[config.mk]
export PLATFORM = sky130hd
export DESIGN_NAME = rf_systolic_mm4
export DESIGN_NICKNAME = d
export VERILOG_FILES = /design/src/rtl/rf_systolic_mm4.sv
export SDC_FILE = /design/constraint.sdc
export NUM_CORES = 2
export LEC_CHECK = 0
export ABC_CLOCK_PERIOD_IN_PS = 24000
export CORE_ASPECT_RATIO = 0.5
export CORE_MARGIN = 5
export CORE_UTILIZATION = 70
export DETAILED_ROUTE_END_ITERATION = 8
export DONT_BUFFER_PORTS = 1
export HOLD_SLACK_MARGIN = 0.05
export PLACE_DENSITY = 0.9
export SLEW_MARGIN = 20
export SYNTH_ARGS = -nofsm -noshare
export SYNTH_HDL_FRONTEND = slang
export SYNTH_SLANG_ARGS = --single-unit
[constraint.sdc]
create_clock -name clk -period 24 [get_ports clk]
set_input_delay 6 -clock clk [delete_from_list [all_inputs] [get_ports clk]]
set_output_delay 6 -clock clk [all_outputs]
set_load 0.02 [all_outputs]
[src/rtl/rf_systolic_mm4.sv]
// rtl/rf_systolic_mm4.sv - operand register file feeding a 4x4 output-stationary systolic MAC array
// Optional macro RF_SYSTOLIC_SIGNED_EN selects two's-complement operands and accumulation.
module rf_systolic_mm4 #(
    parameter int SIZE  = 4,
    parameter int WIDTH = 8,
    parameter int ACC_W = 18
) (
    input  logic             clk,
    input  logic             reset,
    input  logic             enable,
    input  logic             write,
    input  logic [1:0]       idx,
    input  logic [WIDTH-1:0] d0,
    input  logic [WIDTH-1:0] d1,
    input  logic [WIDTH-1:0] d2,
    input  logic [WIDTH-1:0] d3,
    input  logic [WIDTH-1:0] d4,
    input  logic [WIDTH-1:0] d5,
    input  logic [WIDTH-1:0] d6,
    input  logic [WIDTH-1:0] d7,
    output logic [ACC_W-1:0] y0,
    output logic [ACC_W-1:0] y1,
    output logic [ACC_W-1:0] y2,
    output logic [ACC_W-1:0] y3,
    output logic [ACC_W-1:0] y4,
    output logic [ACC_W-1:0] y5,
    output logic [ACC_W-1:0] y6,
    output logic [ACC_W-1:0] y7,
    output logic [ACC_W-1:0] y8,
    output logic [ACC_W-1:0] y9,
    output logic [ACC_W-1:0] y10,
    output logic [ACC_W-1:0] y11,
    output logic [ACC_W-1:0] y12,
    output logic [ACC_W-1:0] y13,
    output logic [ACC_W-1:0] y14,
    output logic [ACC_W-1:0] y15,
    output logic             done
);

    // Last operand pair reaches PE(3,3) at step 3*(SIZE-1), so a pass is 3*SIZE-2 steps.
    localparam logic [3:0] STEPS = 4'(3 * SIZE - 2);

    logic [WIDTH-1:0]   r_a   [SIZE][SIZE];
    logic [WIDTH-1:0]   r_b   [SIZE][SIZE];
    logic [WIDTH-1:0]   r_pa  [SIZE][SIZE];
    logic [WIDTH-1:0]   r_pb  [SIZE][SIZE];
    logic [ACC_W-1:0]   r_acc [SIZE][SIZE];
    logic [3:0]         r_t;

    logic [WIDTH-1:0]   w_d      [8];
    logic [WIDTH-1:0]   w_edge_a [SIZE];
    logic [WIDTH-1:0]   w_edge_b [SIZE];
    logic [WIDTH-1:0]   w_ain    [SIZE][SIZE];
    logic [WIDTH-1:0]   w_bin    [SIZE][SIZE];
    logic [ACC_W-1:0]   w_prod   [SIZE][SIZE];
    logic [1:0]         w_row_lo;
    logic [1:0]         w_row_hi;
    logic               w_compute;

    assign w_d[0] = d0;
    assign w_d[1] = d1;
    assign w_d[2] = d2;
    assign w_d[3] = d3;
    assign w_d[4] = d4;
    assign w_d[5] = d5;
    assign w_d[6] = d6;
    assign w_d[7] = d7;

    assign w_row_lo  = {idx[0], 1'b0};
    assign w_row_hi  = {idx[0], 1'b1};
    assign w_compute = (r_t != STEPS);
    assign done      = (r_t == STEPS);

    // Skewed edge feed: row i sees A[i][t-i], column j sees B[t-j][j], zero outside the matrix.
    always_comb begin
        for (int i = 0; i < SIZE; i++) begin
            automatic int k = int'(r_t) - i;
            w_edge_a[i] = '0;
            w_edge_b[i] = '0;
            if (k >= 0 && k < SIZE) begin
                w_edge_a[i] = r_a[i][k[1:0]];
                w_edge_b[i] = r_b[k[1:0]][i];
            end
        end
    end

    always_comb begin
        for (int i = 0; i < SIZE; i++) begin
            for (int j = 0; j < SIZE; j++) begin
                w_ain[i][j] = (j == 0) ? w_edge_a[i] : r_pa[i][(j == 0) ? 0 : j - 1];
                w_bin[i][j] = (i == 0) ? w_edge_b[j] : r_pb[(i == 0) ? 0 : i - 1][j];
            end
        end
    end

    always_comb begin
        for (int i = 0; i < SIZE; i++) begin
            for (int j = 0; j < SIZE; j++) begin
`ifdef RF_SYSTOLIC_SIGNED_EN
                automatic logic signed [2*WIDTH-1:0] p = $signed(w_ain[i][j]) * $signed(w_bin[i][j]);
                w_prod[i][j] = {{(ACC_W - 2*WIDTH){p[2*WIDTH-1]}}, p};
`else
                automatic logic [2*WIDTH-1:0] p = w_ain[i][j] * w_bin[i][j];
                w_prod[i][j] = {{(ACC_W - 2*WIDTH){1'b0}}, p};
`endif
            end
        end
    end

    always_ff @(posedge clk) begin
        if (reset) begin
            r_t <= '0;
            for (int i = 0; i < SIZE; i++) begin
                for (int j = 0; j < SIZE; j++) begin
                    r_a[i][j]   <= '0;
                    r_b[i][j]   <= '0;
                    r_pa[i][j]  <= '0;
                    r_pb[i][j]  <= '0;
                    r_acc[i][j] <= '0;
                end
            end
        end else if (enable) begin
            if (write) begin
                // Any load restarts the pass so stale partial sums never mix with new operands.
                r_t <= '0;
                for (int i = 0; i < SIZE; i++) begin
                    for (int j = 0; j < SIZE; j++) begin
                        r_pa[i][j]  <= '0;
                        r_pb[i][j]  <= '0;
                        r_acc[i][j] <= '0;
                    end
                end
                for (int c = 0; c < SIZE; c++) begin
                    if (!idx[1]) begin
                        r_a[w_row_lo][c] <= w_d[c];
                        r_a[w_row_hi][c] <= w_d[c+4];
                    end else begin
                        r_b[w_row_lo][c] <= w_d[c];
                        r_b[w_row_hi][c] <= w_d[c+4];
                    end
                end
            end else if (w_compute) begin
                r_t <= r_t + 4'd1;
                for (int i = 0; i < SIZE; i++) begin
                    for (int j = 0; j < SIZE; j++) begin
                        r_pa[i][j]  <= w_ain[i][j];
                        r_pb[i][j]  <= w_bin[i][j];
                        r_acc[i][j] <= r_acc[i][j] + w_prod[i][j];
                    end
                end
            end
        end
    end

    assign y0  = r_acc[0][0];
    assign y1  = r_acc[0][1];
    assign y2  = r_acc[0][2];
    assign y3  = r_acc[0][3];
    assign y4  = r_acc[1][0];
    assign y5  = r_acc[1][1];
    assign y6  = r_acc[1][2];
    assign y7  = r_acc[1][3];
    assign y8  = r_acc[2][0];
    assign y9  = r_acc[2][1];
    assign y10 = r_acc[2][2];
    assign y11 = r_acc[2][3];
    assign y12 = r_acc[3][0];
    assign y13 = r_acc[3][1];
    assign y14 = r_acc[3][2];
    assign y15 = r_acc[3][3];

endmodule

## Yosys cells after proc, flatten, opt, wreduce, memory -nomap -nowiden

Memory sizes are Yosys's and may differ from the RTL's. A register that Yosys moved wholly into a read port is not among the register bits.
Cells that the tools add are included.
Widths: inputs -> output; s select.

| storage, ports and cells | value |
|---|---|
| RAM bits | 800 |
| bits of input ports | 70 |
| output and inout port bits | 289 |
| bits in read-only memories | 0 |
| latch bits | 0 |
| logic and storage cells | 319 |
| memories kept | 5 |
| flip-flop bits (word level) | 4 |

Memories:

| name | words | width | rd ports | clocked after Yosys merged registers in | write ports | RTL line | RTL |
|---|---|---|---|---|---|---|---|
| r_acc | 4 | 72 | 4 | 0 | 4 | 47 | `logic [ACC_W-1:0] r_acc [SIZE][SIZE];` |
| r_a | 4 | 32 | 4 | 0 | 4 | 43 | `logic [WIDTH-1:0] r_a [SIZE][SIZE];` |
| r_b | 4 | 32 | 4 | 1 | 4 | 44 | `logic [WIDTH-1:0] r_b [SIZE][SIZE];` |
| r_pa | 4 | 32 | 4 | 0 | 4 | 45 | `logic [WIDTH-1:0] r_pa [SIZE][SIZE];` |
| r_pb | 4 | 32 | 3 | 0 | 4 | 46 | `logic [WIDTH-1:0] r_pb [SIZE][SIZE];` |

| cells by class | value |
|---|---|
| divide/modulo/power cells | 0 |
| order comparisons | 12 |
| muxes and demuxes | 153 |
| $add $sub $neg | 20 |
| $mul | 16 |
| shifts and indexed selects | 0 |
| bitwise gates (word level) | 100 |
| equal/unequal tests | 2 |
| reductions and logical operators | 10 |

Operator list:

| operator | number |
|---|---|
| $mux 8 | 80 |
| $mux 18 | 32 |
| $add 18x16->18 | 16 |
| $mul 8x8->16 | 16 |
| $mux 32 | 4 |
| $reduce_or 32->1 | 4 |
| $or 1x1->1 | 96 |
| $bmux 8 s2 | 4 |
| $mux 1 | 25 |
| $ge 5x1->1 const B | 3 |
| $lt 5x4->1 const B | 3 |
| $ge 3x3->1 const B | 4 |
| $mux 2 | 6 |
| $not 2->3 | 4 |
| $sub 4x2->5 const B | 2 |
| $mux 4 | 2 |
| $sub 4x1->5 const B | 1 |
| $add 4x1->4 const B | 1 |
| $eq 4x4->1 const B | 1 |
| $ge 4x1->1 const B | 1 |
| $logic_and 1x1->1 | 4 |
| $lt 4x3->1 const B | 1 |
| $ne 4x4->1 const B | 1 |
| $reduce_and 2->1 | 1 |
| $reduce_bool 2->1 | 1 |

## Longest topological paths before layout

| logic depth | value |
|---|---|
| depth after elaboration | 9 |
| depth in mapped cells | 28 |
| gate-level depth less buffers | 24 |

## Worst setup path before layout

Ideal clock, no wire load.

| timing | value |
|---|---|
| path type | input -> register |
| start | input port reset |
| end | register with a tool-made name |
| slack | 7,873 ps |
| data arrival time | 15,560 ps |
| path buffers | 1 |
| stages on the path | 4 |
| data required time | 23,433 ps |
| library setup time | 567 ps |
| cells stage by stage | clkbuf_1 -> a21oi_1 -> inv_1 -> o21ai_0 |

RTL lines:

| item | RTL line | RTL |
|---|---|---|
| from (decl) | 9 | `input logic reset,` |

==> out/results.tsv <==
stage	metric	value	unit
outcome	status	completed	
die	Die Y	235	um
run	MaxCap Viol Count	0	
synthesis	Synth Net Count	8300	
worst_setup_path	Setup crit start	write	
clocking	CTS buffer count	75	
synthesis	area leader, netlist	edfxtp_1	
layout	share of cells above drive strength 1	3.45	%
sta	worst-margin pin slew	1.17	ns
synthesis	EDFF count, synth	736	
synthesis	Synth Register Bits	742	
worst_setup_path	R2R Path End	r_acc[3][70]$_SDFFCE_PN0P_	
sta	Hold Vio Cnt, Final	0	
worst_setup_path	cell depth of the worst setup path	5	
layout	layout net count	8193	
pwr	pwr dens	52.1	nW/um^2
clocking	Sink Count	742	
synthesis	Yosys warning total	0	
grt	pin count of the biggest net entering global routing	116	
placement	gpl congestion	0.945	
detailed_routing	DRC errors left	0	
pwr	Static Leak	35.3	nW
synthesis	Synth Area in Compound Gates	5.38	%
die	die area	108000	um^2
pwr	Peak VDD IR	0.0000856	V
placement	PortBufs	0	
detailed_routing	vias per cell	6.01	
clocking	clk_lat worst skew	0.69	ns
layout	Layout fillers	6389	
worst_setup_path	WS Path Type	primary input to flop	
worst_setup_path	flop-to-flop setup slack	16.51	ns
hold_path	Hold Crit Start	r_t[1]$_SDFFE_PP0P_	
worst_setup_path	worst r2r src	r_t[0]$_SDFFE_PP0P_	
placement	DP HPWL	132000	um
detailed_routing	DRT Wirelength	173000	um
sta	final setup violation count	0	
pwr	total power	3.86	mW
placement	Cells after DPL	7941	
synthesis	Netlist cell types	74	
grt	initial antenna violation count	16	
synthesis	Area contributors post-synth	edfxtp_1 (31%), fa_1 (23%), ha_1 (11%), and2_1 (8.5%), inv_1 (7.4%)	
synthesis	Post-synth ARST share	0	%
layout	commonest non-fill, non-tap cell in the layout	inv_1	
grt	Tot GR Track Use	32.8	%
die	Starting Density	70.5	%
clocking	Root Driver	clkbuf_16	
sta	fin crit share	35.1	%
sta	Max Clock Freq	0.119	GHz
sta	Post-Route Setup TNS	0	ns
sta	clock skew	0.0312	ns
synthesis	Most used DFF post-synth	edfxtp_1	
sta	Pins Over Slew Limit	0	
grt	first-pass GRT wire length	276000	um
die	Site Rows	82	
clocking	Post-CTS Resized	0	
worst_setup_path	cell mode on critical path	buf_4	
worst_setup_path	CP max stage delay	0.93	ns
synthesis	combinational family with the most area after synthesis	adder cells	
clocking	Setup Fix Bufs, Post-CTS	0	
clocking	CTS tree	done	
clocking	Hold Buf Count CTS	0	
synthesis	Syn Area/Cell	10.4	um^2
die	DIE WIDTH	459	um
worst_setup_path	CP arrival	8.71	ns
detailed_routing	WL/cell	21.4	um
worst_setup_path	Cell Chain, Critical Path	nand2b_1 > a21oi_1 > inv_8 > buf_4 > buf_4	
sta	Final min period	8.42	ns
synthesis	Post-Synth Simple-Gate Area	16.4	%
clocking	clk buf depth	3	
detailed_routing	vias	48567	
hold_path	WHS Path Cells	2	
layout	Multi-input gate area	42300	um^2
worst_setup_path	Startpoint Class	primary input	
layout	Non-Filler Instances	8078	
clocking	H-tree levels	3	
synthesis	XOR/XNOR Fraction of Synth Area	1.64	%
worst_setup_path	worst r2r path cells	20	
sta	hold slack	0.679	ns
detailed_routing	Routed Antenna Nets	0	
synthesis	mux share of post-synthesis cell area	2.36	%
grt	grt total ovfl	0	
synthesis	Post-Synth Adder-Cell Area	34.2	%
worst_setup_path	Crit path required time	24.29	ns
detailed_routing	Detailed Routing Iterations Pass 1	8	
hold_path	Endpoint, Worst Hold	r_t[1]$_SDFFE_PP0P_	
synthesis	Yosys top cell area share	31.3	%
detailed_routing	1st-iter DRT viols	4296	
layout	Reg area	22200	um^2
synthesis	Post-Syn Area	70600	um^2
worst_setup_path	Worst setup EP type	flop	
worst_setup_path	top cell family by delay on the critical path	buffers and inverters	
synthesis	Mapped Cells	6782	
layout	area grow syn2layout	4.95	%
sta	Max-slew headroom	21.7	%
synthesis	register area share after synthesis	31.5	%
sta	unrepaired setup endpoints after global routing	false	
die	total core area	100000	um^2
worst_setup_path	Slowest cell on crit path	buf_4	
die	IO Count	359	
worst_setup_path	CP Max Fanout	87	
grt	vias in the first global route	51330	
clocking	clk slew on worst S/H paths	0.06	ns
layout	commonest non-fill, non-tap cells in the layout	inv_1 (1383), and2_1 (962), fa_1 (800), edfxtp_1 (736), ha_1 (647)	
hold_path	worst hold path type	flop to flop	
layout	fin util	74.0	%
worst_setup_path	WP buf/inv	3	
[layer usage]
metal  global-route usage [%]  up-vias  routed length, um
met5                        0        -                 78
met1                     40.2    24391              62800
li1                         -    21425                  -
met4                     16.6       12              10300
met2                     56.3     2197              85600
met3                     6.55      542              14400
[Yosys cell counts, types with 8 or more instances]
cell      instances
or3_1            10
nor2_1          248
nand3_1          33
nor2b_1          55
a211oi_1         53
o31ai_1          16
clkbuf_1        184
nor3b_1           8
xor2_1           58
edfxtp_1        736
inv_1          1384
a21boi_0          9
o31a_1           13
a31oi_1          26
fa_1            800
xnor2_1          74
and2_1          962
o21ai_0         121
o21bai_1         26
o211ai_1         11
buf_1            10
nor3_1           61
buf_2             9
a211o_1          11
a21o_1           61
nand2b_1         42
o21a_1           44
nand2_1         578
mux2i_1          26
or2_2            12
mux4_2           60
ha_1            648
a21oi_1         141
and3_1          149
nand4_1          14
[worst register-to-register path, stage by stage, from the launching register on]
cell	delay, ns
dfxtp_4	0.57
inv_1	0.14
ha_1	0.48
buf_4	0.51
mux4_2	0.47
nor2b_1	0.94
nand2_1	0.19
fa_1	0.51
fa_1	0.50
inv_1	0.05
fa_1	0.47
inv_1	0.05
fa_1	0.48
inv_1	0.04
ha_1	0.32
a21o_1	0.18
a21oi_1	0.29
o21ai_0	0.29
a2111oi_0	0.48
o21bai_1	0.13
mux2i_1	0.13
[worst max-delay path by stage]
stage	slack (ns)	endpoint
global route	15.40	r_acc[3][28]$_SDFFCE_PN0P_
global placement	14.52	r_acc[1][31]$_SDFFCE_PN0P_
finish	15.58	r_acc[3][31]$_SDFFCE_PN0P_
CTS	15.16	r_acc[1][31]$_SDFFCE_PN0P_
detailed placement	14.40	r_acc[1][31]$_SDFFCE_PN0P_
floorplan	7.87	flop
[flip-flops by register name, summed over array words and instances (netlist names), named ones only]
signal,flops
r_acc,288
r_a,128
r_b,128
r_pa,96
r_pb,96
r_t,4
[through the flow]
| step | cell area, um^2 | setup slack [ns] |
|---|---|---|
| finish | 74100 | 15.58 |
| CTS | 74000 | 15.16 |
| floorplan | 70600 | 7.87 |
| global placement | 71600 | 14.52 |
| global route | 74000 | 15.40 |
| detailed placement | 71600 | 14.40 |
[logic make-up (layout without fill, tap and decap cells)]
logic type | count (synthesis) | after routing
buf+inv | 1596 | 1545
flops | 742 | 742
simple gates | 2189 | 2189
compound gates | 584 | 584
other cells | 0 | 3
mux | 91 | 91
fa+ha+maj | 1448 | 1448
xor+xnor | 132 | 132
[report_power, final]
part,switching [mW],total (mW),leakage (nW),internal (mW)
sequential,0.155,1.67,7.84,1.52
clock,0.560,1.18,1.14,0.620
combinational,0.598,1.00,26.3,0.407
total,1.31,3.86,35.3,2.55
[layout make-up]
class,count,area share (%)
diodes,3,0.0101
clock buffers,91,2.62
clock inverters,42,0.581
inverters,1384,7.03
multi-input cells,4444,57.2
flip-flops and latches,742,30.0
well taps,1344,2.27
repair buffers,28,0.311
Power figures use the tool's default switching activity.
